[config.mk]
export PLATFORM = sky130hd
export DESIGN_NAME = mem_arbiter
export DESIGN_NICKNAME = d
export VERILOG_FILES = /design/src/rtl/mem_arbiter_pkg.sv /design/src/rtl/mem_arbiter_rr_arb2.sv /design/src/rtl/mem_arbiter.sv
export SDC_FILE = /design/constraint.sdc
export NUM_CORES = 1
export LEC_CHECK = 0
export BUFFER_PORTS_ARGS = -buffer_cell sky130_fd_sc_hd__buf_2
export CAP_MARGIN = 20
export CORE_AREA = 2 2 335 337
export DETAILED_ROUTE_END_ITERATION = 6
export DIE_AREA = 0 0 337 339
export HOLD_SLACK_MARGIN = 0.02
export PLACE_DENSITY = 0.3
export SETUP_SLACK_MARGIN = 0.15
export SLEW_MARGIN = 20
export SYNTH_ARGS = -nofsm -noshare
export SYNTH_HDL_FRONTEND = slang
export SYNTH_SLANG_ARGS = --single-unit
[constraint.sdc]
create_clock -name clk -period 1.55 [get_ports clk]
set_input_delay 0.31 -clock clk [delete_from_list [all_inputs] [get_ports clk]]
set_output_delay 0.31 -clock clk [all_outputs]
set_load 0.03 [all_outputs]
[src/rtl/mem_arbiter_pkg.sv]
// Shared constants and types for the I/D cache memory arbiter.
// Default widths match the cache blocks that sit upstream of the arbiter.
package mem_arbiter_pkg;

    localparam int ADDR_W_DEF = 30;
    localparam int DATA_W_DEF = 128;

    typedef enum logic {
        ST_IDLE = 1'b0,
        ST_BUSY = 1'b1
    } state_e;

    typedef enum logic {
        PORT_I = 1'b0,
        PORT_D = 1'b1
    } port_e;

endpackage

[src/rtl/mem_arbiter_rr_arb2.sv]
// Combinational two-request arbiter: req[0] is the I port, req[1] the D port.
// The caller owns the last-grant history; this block only picks a winner.
module rr_arb2
    import mem_arbiter_pkg::*;
(
    input  logic [1:0] req,
    input  port_e      last,
    input  logic       rr_en,
    output port_e      winner
);

    // On a tie, round-robin hands the grant to whoever did not win last time.
    always_comb begin
        winner = PORT_I;
        case (req)
            2'b10:   winner = PORT_D;
            2'b11: begin
                if (rr_en) begin
                    winner = (last == PORT_I) ? PORT_D : PORT_I;
                end else begin
                    winner = PORT_D;
                end
            end
            default: winner = PORT_I;
        endcase
    end

endmodule

[src/rtl/mem_arbiter.sv]
// Two-master (I-cache, D-cache) to one-slave line memory arbiter.
// Commands are registered; mem_ready is steered back only to the granted port.
module mem_arbiter
    import mem_arbiter_pkg::*;
#(
    parameter int ADDR_W = ADDR_W_DEF,
    parameter int DATA_W = DATA_W_DEF,
    parameter bit RR_EN  = 1'b1
) (
    input  logic              clk,
    input  logic              rst_n,
    input  logic              i_read,
    input  logic              i_write,
    input  logic [ADDR_W-1:0] i_addr,
    input  logic [DATA_W-1:0] i_wdata,
    output logic [DATA_W-1:0] i_rdata,
    output logic              i_ready,
    input  logic              d_read,
    input  logic              d_write,
    input  logic [ADDR_W-1:0] d_addr,
    input  logic [DATA_W-1:0] d_wdata,
    output logic [DATA_W-1:0] d_rdata,
    output logic              d_ready,
    output logic              mem_read,
    output logic              mem_write,
    output logic [ADDR_W-1:0] mem_addr,
    output logic [DATA_W-1:0] mem_wdata,
    input  logic [DATA_W-1:0] mem_rdata,
    input  logic              mem_ready
);

    state_e            state_q;
    port_e             grant_q;
    port_e             lastGrant_q;
    logic              memRead_q;
    logic              memWrite_q;
    logic [ADDR_W-1:0] memAddr_q;
    logic [DATA_W-1:0] memWdata_q;

    logic [1:0]        req_d;
    port_e             winner_d;

    assign req_d = {d_read | d_write, i_read | i_write};

    rr_arb2 u_rr_arb2 (
        .req    (req_d),
        .last   (lastGrant_q),
        .rr_en  (RR_EN),
        .winner (winner_d)
    );

    // Write wins when a port raises read and write together.
    always_ff @(posedge clk) begin
        if (!rst_n) begin
            state_q     <= ST_IDLE;
            grant_q     <= PORT_I;
            lastGrant_q <= PORT_I;
            memRead_q   <= 1'b0;
            memWrite_q  <= 1'b0;
            memAddr_q   <= '0;
            memWdata_q  <= '0;
        end else begin
            case (state_q)
                ST_IDLE: begin
                    if (|req_d) begin
                        grant_q     <= winner_d;
                        lastGrant_q <= winner_d;
                        state_q     <= ST_BUSY;
                        if (winner_d == PORT_D) begin
                            memAddr_q  <= d_addr;
                            memWdata_q <= d_wdata;
                            memWrite_q <= d_write;
                            memRead_q  <= d_read & ~d_write;
                        end else begin
                            memAddr_q  <= i_addr;
                            memWdata_q <= i_wdata;
                            memWrite_q <= i_write;
                            memRead_q  <= i_read & ~i_write;
                        end
                    end else begin
                        memRead_q  <= 1'b0;
                        memWrite_q <= 1'b0;
                    end
                end
                ST_BUSY: begin
                    if (mem_ready) begin
                        memRead_q  <= 1'b0;
                        memWrite_q <= 1'b0;
                        state_q    <= ST_IDLE;
                    end
                end
                default: state_q <= ST_IDLE;
            endcase
        end
    end

    assign mem_read  = memRead_q;
    assign mem_write = memWrite_q;
    assign mem_addr  = memAddr_q;
    assign mem_wdata = memWdata_q;

    assign i_ready = mem_ready & (state_q == ST_BUSY) & (grant_q == PORT_I);
    assign d_ready = mem_ready & (state_q == ST_BUSY) & (grant_q == PORT_D);
    assign i_rdata = mem_rdata;
    assign d_rdata = mem_rdata;

endmodule

==> flow_metrics.tcl, run 1 <==
set metrics [dict create \
    grt_start_max_net_pins 69 \
    stdcell_count 3263 \
    cts_max_path_buffers 2 \
    dieArea_um2 114000 \
    cp.arrival_ps 2020 \
    synth_xor_xnor_area_share_pct 0 \
    grt_pass1_wl_mm 68.3 \
    hold_path.startpoint "i_addr[19]" \
    r2r-end "mem_wdata[42]" \
    coreArea_um2 110000 \
    r2r-start "lastGrant_q" \
    hold_path.class "input port to register" \
    antenna_left 0 \
    fillCellCount 12500 \
    slew_violations 0 \
    overflow 0 \
    worst_setup_path_end_kind "register" \
    ys_warn_count 0 \
    critPathKind "register to register" \
    pre_cts_slack_ps -116 \
    yosysTopAreaCellShare_pct 37.0 \
    status "finished, violations left" \
    routabilityCongestion 0.737 \
    total_power_w 0.0158 \
    critPathLaunchType "register" \
    cts_tree "done" \
    drt_iter0_drc 304 \
    cp_max_fo 7 \
    violations "setup timing" \
    cts_root_buf "clkbuf_16" \
    syn_area_um2 8760 \
    min_delay_path_depth 3 \
    yosys_register_bits 162 \
    cellPowerDensity_nw_per_um2 868 \
    rows 122 \
    dr.pass1.iters 5 \
    synth_cell_types 21 \
    worstMarginPinSlew_ps 379 \
    skew_ps 9.30 \
    synth.top_cells.by_area "dfxtp_1 37%, buf_4 22%, nand2_1 14%" \
    start_util_pct 7.94 \
    syn_area_per_cell_um2 7.53 \
    drc_errors 0 \
    grtUsageTotal_pct 8.29 \
    fin_setup_tns_ps -292 \
    vias 10100 \
    maxCapViolations 0 \
    cts_sinks 162 \
    hold_viol 0 \
    seq_area_frac_synth_pct 37.0 \
    peakVddDrop_mv 0.606 \
    r2r_cells 8 \
    r2r_slack_ps -60 \
    yosysTopAreaCell "dfxtp_1" \
    area_growth_pct 108 \
    synth_compound_area_share_pct 21.2 \
    clk_pin_slew_ps 80 \
    syn_inst 1164 \
    rsz0062_at_grt "yes" \
    crit_required_ps 1960 \
    drt-total-wl_mm 51.4 \
    timing.fmax_mhz 622 \
    maxSlewHeadroom_pct 74.7 \
    io_pins 869 \
    p_leak_nw 7.69 \
    fp.dieW_um 337 \
    placed_cells_incl_taps 2875 \
    fin_nets 2212 \
    h-tree-depth 4 \
    setup_viol 20 \
    synth_top_family_by_area "buffers and inverters" \
    antenna_found_initial 6 \
    port_buffers 484 \
    whs_endpoint "mem_addr[19]" \
    period_minus_slack_ps 1610 \
    wl_per_cell_um 15.7 \
    synth_mux_area_share_pct 0 \
    synthAdderAreaFrac_pct 0 \
    setup_slack_ps -57.1 \
    die_h_um 339 \
    first_global_vias 10700 \
    post_drt_via_cell_ratio 3.08 \
    dp_hpwl_mm 32.6 \
    numCtsBuffers 17 \
    clkLatencyLatePin_ps 490 \
    syn-num-nets 1615 \
    synthSimpleGateAreaFrac_pct 14.2 \
    drive_gt1_share_pct 50.2 \
    timing.final.crit_share_pct 104 \
]
## stage by stage
stage / util (%) / instance area (µm²) / hold WS [ps]
2_1_floorplan: - / 8760 / 453
3_3_place_gp: 10.5 / 11600 / 499
3_5_place_dp: 10.5 / 11600 / 500
4_1_cts: 15.2 / 16800 / 20.1
5_1_grt: 16.5 / 18200 / 44.8
6_report: 16.5 / 18200 / 87.2
## where the power goes
part	switching (W)	leakage [nW]	internal (W)
registers	0.000317	1.37	0.00466
logic	0.00320	6.05	0.00310
clock network	0.00226	0.273	0.00228
total	0.00578	7.69	0.0100
## state kept, by name, indices dropped and copies added, names as in the netlist
| register | count |
|---|---|
| mem_read | 1 |
| mem_write | 1 |
| state_q | 1 |
| mem_wdata | 128 |
| lastGrant_q | 1 |
| mem_addr | 30 |
## kinds of logic (layout without fill, tap and decap cells)
kind of cell | count (synthesis) | after routing
compound gates | 327 | 327
buf+inv | 347 | 956
flops | 162 | 162
other cells | 0 | 2
simple gates | 328 | 328
## cells in the final DEF, fill, tap and decap left out, types with 8 or more instances in the layout
cell           count
buf_2            322
dlygate4sd3_1    294
o21ai_0          159
nand2_1          155
a31oi_1          148
buf_4            114
dfxtp_1          111
buf_6            105
nand2_2          102
nand2_4           61
dfxtp_2           42
buf_12            31
clkbuf_16         30
buf_8             22
buf_16            21
dfxtp_4            9
a31oi_4            8
## timing repair
action	CTS	global route
setup buffers	19	15
setup endpoints to repair	188	182
pin swaps	98	236
gates resized for setup	398	252
cloned	13	14
hold buffers	294	0
hold endpoints to repair	157	0
## worst max-delay path, cell delays in order, from the launching register on
cell and delay [ps]:
dfxtp_2 330, buf_6 110, o21ai_4 60, nor2b_4 210
buf_12 180, clkbuf_16 220, buf_12 150, nand2_2 50
a31oi_1 190
## final cells by class
class	count	area [µm²]	share of cell area, %
repair buffers	922	8450	46.4
multi-input cells	655	4000	21.9
flip-flops and latches	162	3330	18.3
well taps	1488	1860	10.2
clock buffers	18	439	2.41
clock inverters	13	129	0.707
inverters	3	13.8	0.0755
diodes	2	5.00	0.0275
## metal layers
layer  track usage, %  wire [µm]
met1             9.47      21700
met2             13.5      24000
met3             2.92       3630
met4             4.44       2040
met5                0         34
## synth_stat cells
cell type    n
inv_1        3
o21a_1       1
buf_6       12
buf_4      258
o22ai_1      1
dfxtp_1    162
o311a_1      1
a21oi_1      2
buf_2       45
nor2b_1      2
nand2b_1     1
nor2_1       5
and2_1       1
nor3b_1      1
clkbuf_1    29
a32o_1       1
nand2_1    318
a31oi_1    158
o21ai_0    160
o21ai_2      2
a21oi_2      1
## worst max-delay path by stage
stage	start	end
3_5_place_dp	d_write	mem_wdata[85]
6_report	lastGrant_q	mem_wdata[42]
2_1_floorplan	lastGrant_q	mem_wdata[109]
5_1_grt	lastGrant_q	mem_wdata[90]
4_1_cts	state_q	i_ready
3_3_place_gp	d_write	mem_wdata[74]
No activity file was read; power rests on OpenSTA's default activity.
==> run 2: changes to the inputs <==
- CELL_PAD_IN_SITES_DETAIL_PLACEMENT: not set -> 0
- CELL_PAD_IN_SITES_GLOBAL_PLACEMENT: not set -> 1
- CORE_AREA: 2 2 335 337 -> 2 2 336 338
- CTS_BUF_LIST: not set -> sky130_fd_sc_hd__clkbuf_4 sky130_fd_sc_hd__clkbuf_8 sky130_fd_sc_hd__clkbuf_16
- DIE_AREA: 0 0 337 339 -> 0 0 338 340
- PLACE_DENSITY: 0.3 -> 0.35
==> run 2 against run 1 <==
Net effect: the flow still finishes with violations (setup timing); sequential power is essentially flat; clock-buffer cell count up 2; global-route usage decreased by 0.25 points.
==> flow_metrics.tcl, run 2 (synthesis gave the netlist of run 1 again) <==
set metrics [dict create \
    timing.fmax_mhz 610 \
    r2r_slack_ps -90 \
    peakVddDrop_mv 0.753 \
    p_leak_nw 7.76 \
    period_minus_slack_ps 1640 \
    port_buffers 484 \
    setup_slack_ps -90.2 \
    critPathLaunchType "register" \
    drive_gt1_share_pct 46.9 \
    routabilityCongestion 0.706 \
    drc_errors 0 \
    antenna_left 0 \
    hold_path.class "input port to register" \
    finish.utilization_pct 16.3 \
    io_pins 869 \
    rows 123 \
    cts_root_buf "clkbuf_16" \
    critPathKind "register to register" \
    fillCellCount 12700 \
    cp_max_fo 4 \
    maxCapViolations 0 \
    first_global_vias 10800 \
    start_util_pct 7.86 \
    grt_start_max_net_pins 83 \
    skew_ps 10.9 \
    antenna_found_initial 4 \
    crit_required_ps 1930 \
    clk_pin_slew_ps 80 \
    final_common_cell "buf_2" \
    multi_input_area_um2 3620 \
    area_growth_pct 107 \
    cts_tree "done" \
    worst_hold_slack_ps 70.6 \
    dieArea_um2 115000 \
    coreArea_um2 112000 \
    layout_common_cells "406 x buf_2, 293 x dlygate4sd3_1, 241 x nand2_1, 148 x a31oi_1, 117 x dfxtp_1" \
    wl_per_cell_um 15.0 \
    die_h_um 340 \
    clkLatencyLatePin_ps 500 \
    drt-total-wl_mm 49.6 \
    grtUsageTotal_pct 8.04 \
    dp_hpwl_mm 31.2 \
    fin_nets 2241 \
    worstMarginPinSlew_ps 569 \
    rsz0062_at_grt "yes" \
    fp.dieW_um 338 \
    setup_viol 91 \
    vias 10300 \
    hold_viol 0 \
    violations "setup timing" \
    worst_setup_path_end_kind "register" \
    timing.final.crit_share_pct 106 \
    cts_sinks 162 \
    r2r_cells 11 \
    maxSlewHeadroom_pct 62.1 \
    r2r-start "lastGrant_q" \
    total_power_w 0.0161 \
    cellPowerDensity_nw_per_um2 886 \
    r2r-end "mem_wdata[22]" \
    numCtsBuffers 17 \
    post_drt_via_cell_ratio 3.12 \
    status "finished, violations left" \
    h-tree-depth 4 \
    largest_reg_flops 128 \
    cts_max_path_buffers 2 \
    dr.pass1.iters 6 \
    regArea_um2 3310 \
    endpoint "mem_wdata[22]" \
    overflow 0 \
    cp.arrival_ps 2020 \
    grt_pass1_wl_mm 67.4 \
    drt_iter0_drc 255 \
    crit_start "lastGrant_q" \
    slew_violations 0 \
]
-- run 2: cell type report --
type,count,share of cell area [%]
multi-input combinational,655,19.9
antenna,2,0.0276
sequential,162,18.2
clock inverter,11,0.827
clock buffer,20,2.54
timing repair buffer,951,48.0
inverter,3,0.0758
tap,1500,10.3
-- run 2: per-stage QoR --
stage	instance area (µm²)	worst slack, ps	setup TNS (ps)	cells
after floorplan	8760	292	0	1164
after global placement	11500	-210	-25100	2885
after detailed placement	11500	-168	-19620	2885
after CTS	16900	-109	-4890	3277
after global routing	18200	-158	-14030	3304
final	18200	-90.2	-2420	3304
-- run 2: what timing repair did --
item / 4_1_cts / 5_1_grt
setup endpoints to repair: 323 / 324
buffers inserted: 43 / 14
gates cloned: 25 / 11
hold buffers: 293 / 0
endpoints found under the hold margin: 158 / 0
pin swaps: 87 / 77
gates resized for setup: 203 / 365
-- run 2: worst min path at each step --
stage / from / end / slack (ps) / cells past startpoint
finish: d_wdata[92] / mem_wdata[92] / 70 / 3
global route: d_wdata[92] / mem_wdata[92] / 30 / 3
CTS: i_wdata[15] / mem_wdata[15] / 20 / 3
detailed placement: mem_write / mem_write / 500 / 1
global placement: mem_write / mem_write / 500 / 1
floorplan: i_addr[1] / mem_addr[1] / 450 / 2
-- run 2: worst max-delay path, cell delays in order, from the launching register on --
cell and delay (ps):
dfxtp_4 370, buf_12 130, o21ai_4 60, buf_6 120, o21ai_4 60, buf_4 140, buf_12 120, buf_16 130
buf_12 120, buf_4 120, nand2_1 60, a31oi_1 70
-- run 2: power by group --
part	switching (W)	internal, W
combinational	0.00311	0.00315
clock	0.00223	0.00264
sequential	0.000299	0.00466
-- run 2: routing by layer --
layer	GRT usage (%)	share of wire (%)	vias up
met5	0	0.061	-
li1	-	-	4951
met2	13.9	49	412
met4	4.31	4.6	4
met3	2.62	7.1	134
met1	8.65	39	4801
